--- config.mk ---
export PLATFORM = sky130hd
export DESIGN_NAME = doorlock_ctrl
export DESIGN_NICKNAME = d
export VERILOG_FILES = /design/src/rtl/doorlock_ctrl.sv
export SDC_FILE = /design/constraint.sdc
export NUM_CORES = 1
export LEC_CHECK = 0
export CELL_PAD_IN_SITES_DETAIL_PLACEMENT = 0
export CELL_PAD_IN_SITES_GLOBAL_PLACEMENT = 1
export CORE_MARGIN = 2
export CORE_UTILIZATION = 37
export CTS_CLUSTER_SIZE = 25
export DETAILED_ROUTE_END_ITERATION = 12
export GPL_TIMING_DRIVEN = 0
export PLACE_DENSITY_LB_ADDON = 0.1
export SYNTH_ARGS = -nofsm -noshare
export SYNTH_HDL_FRONTEND = slang
export SYNTH_SLANG_ARGS = --single-unit
--- constraint.sdc ---
create_clock -name clk -period 1.8 [get_ports clk]
set_clock_uncertainty 0.15 [all_clocks]
set_input_delay 0.27 -clock clk [delete_from_list [all_inputs] [get_ports clk]]
set_output_delay 0.27 -clock clk [all_outputs]
set_load 0.01 [all_outputs]
--- src/rtl/doorlock_ctrl.sv ---
// PIN-checking door lock controller: compares assembled PIN packets with a stored PIN,
// drives the lock actuator, alarm and status code, and enforces attempt lockout and PIN change.
module doorlock_ctrl #(
  parameter logic [15:0] DEFAULT_PIN   = 16'h4321,
  parameter int          MAX_ATTEMPTS  = 3,
  parameter int          UNLOCK_TICKS  = 5,
  parameter int          LOCKOUT_TICKS = 30,
  parameter int          SETUP_TICKS   = 20
) (
  input  logic        clk,
  input  logic        rst,
  input  logic        pin_status,
  input  logic [15:0] pin_digits,
  input  logic        setup_req,
  input  logic        tick,
  input  logic        door_open,
  output logic        unlock,
  output logic        alarm,
  output logic        lockout,
  output logic [2:0]  attempts_left,
  output logic        pin_changed,
  output logic [3:0]  disp_code,
  output logic [2:0]  dbg_state
);

  typedef enum logic [2:0] {
    S_IDLE       = 3'd0,
    S_UNLOCKED   = 3'd1,
    S_AJAR       = 3'd2,
    S_LOCKOUT    = 3'd3,
    S_SETUP_AUTH = 3'd4,
    S_SETUP_NEW  = 3'd5
  } state_t;

  localparam logic [2:0]  ATT_MAX = 3'(MAX_ATTEMPTS);
  localparam logic [15:0] T_UNLK  = 16'(UNLOCK_TICKS);
  localparam logic [15:0] T_LOCK  = 16'(LOCKOUT_TICKS);
  localparam logic [15:0] T_SETUP = 16'(SETUP_TICKS);

  state_t      r_state;
  logic [15:0] r_pin;
  logic [15:0] r_timer;
  logic [2:0]  r_attempts;
  logic        r_status_d;
  logic        r_unlock;
  logic        r_alarm;
  logic        r_lockout;
  logic        r_pin_changed;
  logic [3:0]  r_disp;

  state_t      w_state_n;
  logic [15:0] w_timer_n;
  logic [15:0] w_timer_dec;
  logic [2:0]  w_att_n;
  logic        w_ev;
  logic        w_match;
  logic        w_expire;
  logic        w_digits_ok;
  logic        w_store;

  function automatic logic [3:0] disp_of(input state_t s);
    case (s)
      S_UNLOCKED:   disp_of = 4'h0;
      S_AJAR:       disp_of = 4'hD;
      S_LOCKOUT:    disp_of = 4'hF;
      S_SETUP_AUTH: disp_of = 4'hC;
      S_SETUP_NEW:  disp_of = 4'hE;
      default:      disp_of = 4'hA;
    endcase
  endfunction

  always_comb begin
    // Rising edge of the status flag: one event per PIN however long it is held.
    w_ev        = pin_status & ~r_status_d;
    w_match     = (pin_digits == r_pin);
    w_expire    = tick & (r_timer == 16'd1);
    w_digits_ok = (pin_digits[3:0] <= 4'd9) & (pin_digits[7:4] <= 4'd9) &
                  (pin_digits[11:8] <= 4'd9) & (pin_digits[15:12] <= 4'd9);
    w_timer_dec = tick ? (r_timer - 16'd1) : r_timer;
    w_state_n   = r_state;
    w_timer_n   = r_timer;
    w_att_n     = r_attempts;
    w_store     = 1'b0;
    case (r_state)
      S_IDLE: begin
        if (w_ev) begin
          if (w_match) begin
            w_state_n = S_UNLOCKED;
            w_timer_n = T_UNLK;
            w_att_n   = ATT_MAX;
          end else if (r_attempts == 3'd1) begin
            w_state_n = S_LOCKOUT;
            w_timer_n = T_LOCK;
            w_att_n   = 3'd0;
          end else begin
            w_att_n   = r_attempts - 3'd1;
            w_timer_n = 16'd0;
          end
        end else if (setup_req) begin
          w_state_n = S_SETUP_AUTH;
          w_timer_n = T_SETUP;
        end
      end
      S_UNLOCKED: begin
        w_timer_n = w_timer_dec;
        if (w_expire) begin
          w_state_n = door_open ? S_AJAR : S_IDLE;
          w_timer_n = 16'd0;
        end
      end
      S_AJAR: begin
        if (!door_open) w_state_n = S_IDLE;
      end
      S_LOCKOUT: begin
        w_timer_n = w_timer_dec;
        if (w_expire) begin
          w_state_n = S_IDLE;
          w_timer_n = 16'd0;
          w_att_n   = ATT_MAX;
        end
      end
      S_SETUP_AUTH: begin
        w_timer_n = w_timer_dec;
        if (w_ev) begin
          if (w_match) begin
            w_state_n = S_SETUP_NEW;
            w_timer_n = T_SETUP;
          end else if (r_attempts == 3'd1) begin
            w_state_n = S_LOCKOUT;
            w_timer_n = T_LOCK;
            w_att_n   = 3'd0;
          end else begin
            w_state_n = S_IDLE;
            w_att_n   = r_attempts - 3'd1;
            w_timer_n = 16'd0;
          end
        end else if (w_expire) begin
          w_state_n = S_IDLE;
          w_timer_n = 16'd0;
        end
      end
      S_SETUP_NEW: begin
        w_timer_n = w_timer_dec;
        if (w_ev) begin
          w_state_n = S_IDLE;
          w_timer_n = 16'd0;
          w_store   = w_digits_ok;
        end else if (w_expire) begin
          w_state_n = S_IDLE;
          w_timer_n = 16'd0;
        end
      end
      default: begin
        w_state_n = S_IDLE;
        w_timer_n = 16'd0;
      end
    endcase
  end

  // Outputs are registered from the next state so they track the state register exactly.
  always_ff @(posedge clk) begin
    if (!rst) begin
      r_state       <= S_IDLE;
      r_pin         <= DEFAULT_PIN;
      r_timer       <= 16'd0;
      r_attempts    <= ATT_MAX;
      r_status_d    <= 1'b0;
      r_unlock      <= 1'b0;
      r_alarm       <= 1'b0;
      r_lockout     <= 1'b0;
      r_pin_changed <= 1'b0;
      r_disp        <= 4'hA;
    end else begin
      r_state       <= w_state_n;
      r_timer       <= w_timer_n;
      r_attempts    <= w_att_n;
      r_status_d    <= pin_status;
      r_unlock      <= (w_state_n == S_UNLOCKED);
      r_alarm       <= (w_state_n == S_LOCKOUT) || (w_state_n == S_AJAR);
      r_lockout     <= (w_state_n == S_LOCKOUT);
      r_pin_changed <= w_store;
      r_disp        <= disp_of(w_state_n);
      if (w_store) r_pin <= pin_digits;
    end
  end

  assign unlock        = r_unlock;
  assign alarm         = r_alarm;
  assign lockout       = r_lockout;
  assign attempts_left = r_attempts;
  assign pin_changed   = r_pin_changed;
  assign disp_code     = r_disp;
  assign dbg_state     = r_state;

endmodule

# == After elaboration in Yosys (flattened, before gate mapping) ==
# Cells that the tools add are included.
# totals
register_bits,47
input_bits,22
# op_classes
eq_ne,18
addsub,2
mux,33
n_reduce_logical,6
bitwise,7
n_lt_le_gt_ge,4
# ops
operator,count
16-bit two-way mux,7
16-bit case mux with 5 select lines,1
3-bit two-way mux,16
4-bit case mux with 5 select lines,1
3-bit case mux with 6 select lines,1
"16-bit by 1-bit equality test with 1-bit output, second input constant",1
16-bit equality test,1
"4-bit <= comparator, second input constant",4
"16-bit by 1-bit subtractor with 16-bit output, second input constant",1
"3-bit by 2-bit equality test with 1-bit output, second input constant",4
"3-bit equality test, second input constant",4
5-bit two-way mux,2
"3-bit by 1-bit equality test with 1-bit output, second input constant",3
3-bit case mux with 3 select lines,1
"2-bit != test, second input constant",4
1-bit bitwise AND,5
5-bit AND reduction,1
2-bit two-way mux,2
3-bit zero test,1
"3-bit != test, second input constant",1
3-bit nonzero test,1
"3-bit by 1-bit subtractor with 3-bit output, second input constant",1
1-bit two-way mux,2
1-bit NOT,2
3 further kinds,3

# == Longest topological paths before layout ==
# Gate-level depths: netlist of the first run.
# logic_depth
depth_word,7
depth_mapped,9
ltp_nobuf,9

# == Worst setup path after synthesis of the first run ==
# No wires, ideal clock.
# synth_timing
path_kind,register -> register
startpoint,reg r_timer[6]
endpoint,reg r_attempts[2] (netlist: attempts_left[2])
setup_time_ns,0.116
synth_period_minus_slack_ns,1.917
arrival_time_ns,1.650
path_slack_ns,-0.117
n_path_buf,1
stages_incl_launch_ff,8
path_cell_list,dfxtp_1 > buf_6 > nor4_4 > nand4_4 > nor3_2 > a211oi_2 > a32o_1 > a41o_1
# synth_via
elab_chain_len,4
# synth_rtl
element,line_no,rtl
start: declaration,42,logic [15:0] r_timer;
start signal: assignment,175,r_timer <= w_timer_n;
16-bit by 1-bit equality test with 1-bit output,76,w_expire = tick & (r_timer == 16'd1);
1-bit bitwise AND,76,
2-bit != test (no source line),-,
5-bit AND reduction (no source line),-,
end signal: assignment,176,r_attempts <= w_att_n;
end: declaration,43,logic [2:0] r_attempts;
# Every way passes these cells.
# A chain may end at the register's enable or synchronous reset.

# == Final worst setup path of the first run ==
# layout_timing
startpoint,reg r_pin[9]
endpoint,reg r_attempts[2] (netlist: attempts_left[2])
# layout_via
elab_chain_len,4
elab_cells_between_ends,6
classes_between,eq/ne (2); mux (3); reduce/logical (1)
# layout_rtl
element,line_no,rtl
start: declaration,41,logic [15:0] r_pin;
start signal: assignment,183,if (w_store) r_pin <= pin_digits;
16-bit equality test (*),75,w_match = (pin_digits == r_pin);
3-bit two-way mux,87,if (w_match) begin
3-bit two-way mux,86,if (w_ev) begin
3-bit case mux with 3 select lines,84,case (r_state)
# Mark *: on every way between the ends. The rest lies on a longest branch, timed or not. The select of a mux whose other input is x is not followed.

==> summary.txt, run 1 <==
Power
  • Leakage: 1.45 nW
  • Clock share of power: about a third
  • Sequential fraction of design power: 39.9%
  • Pwr Density: 758 mW/mm^2
  • Psw: 0.000849 W
  • VDD IR max: 0.000474 V
  • Sw frac: between 20% and 30%
  • Combinational power share: between 20% and 30%
  • Internal cell power: 0.00203 W

Clock network
  • Num CTS Buffers: 5
  • CTS Hold Bufs: 0
  • CTS sink cnt: 47
  • CTS root buffer: clkbuf_8
  • Clk pin slew, worst setup/hold paths: 90 ps
  • Worst skew pair latency: 300 ps
  • Clock tree buffer depth: 2
  • H-Tree Depth: 2
  • CTS tree: done

STA
  • RSZ-0062 raised after global routing: true
  • Final Setup Violations: 29
  • Final Max Tran Viols: 0
  • Fmax: 0.464 GHz
  • Tcrit/Tclk final: 120%
  • Relative slew slack: 66.0%
  • Final worst slack: -355 ps
  • Slew @ Worst Pin: 510 ps
  • Post-layout minimum cycle time: 2150 ps
  • Hold Fails Final Rpt: 0

Drt
  • Initial DRC Count: 67
  • Final wirelength: 7330 um
  • Wire length per cell: roughly 17 um
  • DR DRC count: 0
  • DR pass1 iterations: 5
  • Antenna-violating nets left: 0
  • Via/cell ratio: 5.51
  • Vias: 2,442

Yosys
  • Yosys warnings: 0
  • Post-Syn Instances: roughly 290
  • Largest cells by area after synthesis: dfxtp_1 37%, mux2i_1 6.7%, xor2_1 5.5%
  • Register area share after synthesis: between 30% and 40%
  • Top cell type's share of synthesized area: 36.8%
  • Number of synthesized flops with an enable pin: 0
  • Top-count cell post-synth: dfxtp_1
  • Post-Syn Area: ~0.0026 sq mm
  • Asr flop ratio synth: 0%
  • Synth Flop Type: dfxtp_1
  • Synth cell count leaders: 47 x dfxtp_1, 35 x nor2_1, 20 x nand2_1
  • Syn nets: 312
  • #FFs+latches synth: 47
  • Synth cell types: 59
  • Post-Syn Area per Cell: slightly below 9 sq um
  • Synth area leader: dfxtp_1

Cells and area
  • Fin nets: 388
  • Ant diodes: 0
  • Fillers: 628
  • Final Core Density: 56.1%
  • Syn-to-layout area delta: 48.4%
  • Layout cells sized above 1: 36.4%
  • Non-Filler Instances: 443

Floorplan
  • Io pins: 36
  • Die area: between 0.007 and 0.008 sq mm
  • Core Rows: 30
  • Initial Util: 37.8%
  • Chip height: 87.1 um
  • Core area: 0.00676 sq mm
  • Die Span X: slightly below 90 um

Flow run
  • # Max-Cap Violations: 0

Outcome
  • Failing checks: negative setup slack
  • Status: complete, but fails checks

Hold path
  • HP Class: in -> reg

Setup path
  • Crit end category: flop
  • Crit Path Class: reg -> reg
  • Crit start category: flop
  • Worst Path Required: 1860 ps
  • Crit Path Max Fanout: 4
  • CP arrival: 2210 ps

Global routing
  • Total gr overflow: 0
  • Vias in the first global route: 2,397
  • First-pass GRT wire length: between 10,000 and 15,000 um
  • Initial antenna violation count: 0
  • Total track usage: 20.2%
  • Largest net degree at the start of global routing: 15

Placement
  • Port Buffer Count: 35
  • Placed Cells: about 400
  • GPL Wtd Cong: 0.818
  • DPL Wire Length: roughly 4600 um
-- kinds of logic (layout without fill, tap and decap cells) --
kind of cell             Yosys count  after routing  synth area share, %
AND/OR/NAND/NOR                  110            111                 24.6
AO/OA/AOI/OAI                     65             65                 18.3
flip-flops                        47             47                 36.8
buffers and inverters             26            102                 5.92
XOR/XNOR                          17             17                 5.82
multiplexers                      17             17                 6.66
adder cells (fa/ha/maj)            4              4                 1.96
-- repair_timing --
action / 4_1_cts / 5_1_grt
setup endpoints to repair: 47 / 45
pin swaps: 42 / 27
cloned: 4 / 0
gates resized for setup: 96 / 32
buffers inserted: 31 / 5
-- cell usage in the layout, fill, tap and decap left out, types with 5 or more instances in the layout --
cell type	instances
dlygate4sd2_1	16
mux2i_1	16
buf_6	11
a21oi_1	10
nand2_1	15
nor2_1	33
nor4_1	7
o211ai_1	6
clkbuf_8	8
xor2_1	14
inv_1	9
dfxtp_1	27
o21ai_1	7
clkdlybuf4s50_1	19
dfxtp_2	17
buf_4	27
o21ai_2	6
nor4_4	5
-- sequential cells by signal (all words and copies together), names as in the netlist --
signal         count
alarm              1
lockout            1
r_pin             16
dbg_state          3
unlock             1
disp_code          4
r_timer           16
attempts_left      3
pin_changed        1
r_status_d         1
-- power by group through the flow --
stage,Clock (W),Combinational [W],Sequential (W)
final,0.000929,0.000799,0.00115
after floorplan,0,0.000355,0.00116
after global routing,0.000994,0.000862,0.00115
after global placement,0,0.000555,0.00116
after CTS,0.000957,0.000759,0.00115
after detailed placement,0,0.000554,0.00116
-- critical path, cell delays in order (launching register included) --
cell and delay, ps:
dfxtp_2 340, xor2_2 150, nor4_2 330, nand4_1 260, buf_6 200, buf_4 130
buf_6 110, a32o_1 190, a41o_1 190
-- path summary, 6_finish.rpt --
kind              cells past startpoint  slack [ps]               end      startpoint
setup / recovery                      8        -350  attempts_left[2]        r_pin[9]
setup reg to reg                      8        -350  attempts_left[2]        r_pin[9]
hold / removal                        3         220         r_pin[12]  pin_digits[12]
hold reg to reg                       2         340          r_pin[5]        r_pin[5]
-- per-layer routing --
metal	wire length (um)	up-vias	track usage, %
met5	0	-	0
met4	91	0	5.59
met3	302	11	3.89
met2	3510	55	32.7
met1	3430	1188	27.5
li1	-	1188	-
-- area by class of cell --
class / instances / area (sq um) / area share (%)
clock inverter: 2 / 60.1 / 1.58
multi-input combinational: 214 / 1770 / 46.8
tap: 80 / 100 / 2.64
buffer: 13 / 129 / 3.40
clock buffer: 6 / 72.6 / 1.91
inverter: 11 / 41.3 / 1.09
sequential: 47 / 973 / 25.7
timing repair buffer: 70 / 643 / 17.0
-- metrics by stage --
stage / instance area (sq um) / setup slack, ps / hold WS, ps / power [W] / setup TNS [ps]
2_1_floorplan: 2590 / -42.9 / 242 / 0.00152 / -113
3_3_place_gp: 3050 / -953 / 303 / 0.00172 / -30510
3_5_place_dp: 3050 / -943 / 313 / 0.00172 / -31030
4_1_cts: 3710 / -360 / 211 / 0.00286 / -4790
5_1_grt: 3790 / -453 / 254 / 0.00301 / -7100
6_report: 3790 / -355 / 219 / 0.00288 / -4520
Note: power is estimated with default switching activity, not from simulation.
==> run 2, diff against run 1 <==
Settings changed: RECOVER_POWER set to 25.
==> summary.txt, run 2 (synthesized netlist as in run 1, its figures left out) <==
Placement
  • Port Buffer Count: 35 (unchanged)
  • DPL Wire Length: 4560 um (unchanged)
  • Post-DP Area: 0.00305 sq mm (unchanged)
  • GPL Wtd Cong: 0.818 (unchanged)

Floorplan
  • Die area: 0.00759 sq mm (unchanged)
  • Core Rows: 30 (unchanged)
  • Initial Util: 37.8% (unchanged)
  • Die Span X: 87.1 um (unchanged)
  • Chip height: 87.1 um (unchanged)
  • Core area: 0.00676 sq mm (unchanged)
  • Io pins: 36 (unchanged)

STA
  • Sum Neg Setup Slack: -4580 ps (-59.4 ps)
  • Slew @ Worst Pin: 511 ps (+0.297 ps)
  • Post-layout minimum cycle time: 2160 ps (+7.07 ps)
  • Tcrit/Tclk final: 120% (+0.39 points)
  • Final worst slack: -362 ps (-7.07 ps)
  • Hold Fails Final Rpt: 0 (unchanged)
  • Relative slew slack: 66.0% (about the same)
  • RSZ-0062 raised after global routing: true
  • Final Setup Violations: 29 (unchanged)
  • Final Max Tran Viols: 0 (unchanged)
  • Fmax: 0.463 GHz (-0.33%)

Setup path
  • Crit end category: flop
  • Crit path from: r_pin[9]
  • R2r endpoint: attempts_left[2]
  • Crit path top cell by count: buf_6
  • Crit Path Max Fanout: 4 (unchanged)
  • R2R cell count: 8 (unchanged)
  • CP endpoint: attempts_left[2]
  • Cell chain of the critical path: xor2_2, nor4_2, nand4_1, buf_6, buf_4, buf_6, a32o_1, a41o_1
  • R2r setup slk: -360 ps (about the same)
  • Max incr delay on CP: 340 ps (about the same)
  • Reg2reg start: r_pin[9]
  • Crit Path Class: reg -> reg
  • Crit start category: flop
  • Slowest CP cell: dfxtp_2
  • CP arrival: 2220 ps (about the same)
  • Worst Path Required: 1850 ps (about the same)

Global routing
  • First-pass GRT wire length: 12,000 um (unchanged)
  • Total gr overflow: 0 (unchanged)
  • Vias in the first global route: 2,397 (unchanged)
  • Initial antenna violation count: 0 (unchanged)
  • Total track usage: 20.2% (unchanged)
  • Largest net degree at the start of global routing: 15 (unchanged)

Clock network
  • CTS sink cnt: 47 (unchanged)
  • Worst skew pair latency: 300 ps (about the same)
  • CTS tree: done
  • H-Tree Depth: 2 (unchanged)
  • CTS root buffer: clkbuf_8
  • Num CTS Buffers: 5 (unchanged)
  • Clk pin slew, worst setup/hold paths: 90 ps (about the same)
  • Clock tree buffer depth: 2 (unchanged)

Hold path
  • Hold Crit Start: pin_digits[12]
  • HP Class: in -> reg

Power
  • Internal cell power: 0.00202 W (-0.14%)
  • Sequential fraction of design power: 40.0% (about the same)
  • VDD IR max: 0.000471 V (-0.61%)
  • Pwr Density: 757 mW/mm^2 (-0.18%)
  • Clock share of power: 32.3% (about the same)
  • Psw: 0.000846 W (-0.30%)
  • Leakage: 1.46 nW (+0.66%)
  • Sw frac: 29.5% (-0.033 points)
  • Combinational power share: 27.7% (about the same)

Outcome
  • Failing checks: negative setup slack
  • Status: complete, but fails checks

Cells and area
  • Fin nets: 388 (unchanged)
  • Ant diodes: 0 (unchanged)
  • Syn-to-layout area delta: 48.4% (unchanged)
  • Fin area: 0.00379 sq mm (unchanged)
  • Most frequent cells in the layout: 33 x nor2_1, 27 x buf_4, 27 x dfxtp_1
  • Layout cells sized above 1: 36.4% (unchanged)
  • Fillers: 628 (unchanged)
  • Most common cell after layout, fill and taps aside: nor2_1

Drt
  • DR DRC count: 0 (unchanged)
  • Final wirelength: 7300 um (-0.38%)
  • Wire length per cell: 16.5 um (-0.38%)
  • Antenna-violating nets left: 0 (unchanged)
  • DR pass1 iterations: 5 (unchanged)
  • Via/cell ratio: 5.54 (+0.49%)
  • Initial DRC Count: 67 (unchanged)
  • Vias: 2,454 (+0.49%)

Flow run
  • # Max-Cap Violations: 0 (unchanged)
-- run 2: final cells by class --
type,count,area (sq um),share of cell area (%)
clock buffers,6,72.6,1.91
clock inverters,2,60.1,1.58
flip-flops and latches,47,973,25.7
inverters,11,41.3,1.09
multi-input cells,214,1770,46.8
plain buffers,13,129,3.40
well taps,80,100,2.64
repair buffers,70,643,17.0
-- run 2: routing by layer --
layer,vias to the layer above,global-route usage (%),wire [um]
met3,9,3.89,374
li1,1188,-,-
met5,-,0,0
met4,0,5.59,88
met1,1190,27.5,3330
met2,67,32.7,3500
-- run 2: worst min path at each step --
stage | endpoint | cells after the start | slack, ps
global placement | r_pin[9] | 2 | 300
global route | r_pin[8] | 3 | 250
finish | r_pin[12] | 3 | 220
CTS | r_status_d | 2 | 210
floorplan | r_status_d | 1 | 240
detailed placement | r_pin[5] | 2 | 310
-- run 2: critical path, delay by kind of cell (launching register included) --
kind	cells	cell delay, ps
XOR/XNOR	1	150
buffers and inverters	3	440
AO/OA/AOI/OAI	2	380
flip-flops	1	340
AND/OR/NAND/NOR	2	590
-- run 2: metrics by stage --
stage                     utilization [%]  std cells  setup WS, ps  hold slack [ps]  power (W)
after floorplan                         -        286         -42.9              242    0.00152
after global placement               45.1        401          -953              303    0.00172
after detailed placement             45.1        401          -943              313    0.00172
after CTS                            55.0        443          -360              211    0.00286
after global routing                 56.1        443          -453              254    0.00301
final                                56.1        443          -362              220    0.00287
-- run 2: repair_timing --
item,in CTS,in global routing
pin swaps,42,27
hold buffers,0,0
endpoints found under the hold margin,0,0
setup endpoints to repair,47,45
gates cloned,4,0
resized for setup,96,32
buffers inserted,31,5
-- run 2: power groups by stage --
stage	logic (W)	registers [W]	clock network, W
after floorplan	0.000355	0.00116	0
after global placement	0.000555	0.00116	0
after detailed placement	0.000554	0.00116	0
after CTS	0.000759	0.00115	0.000957
after global routing	0.000859	0.00115	0.000994
final	0.000796	0.00115	0.000928
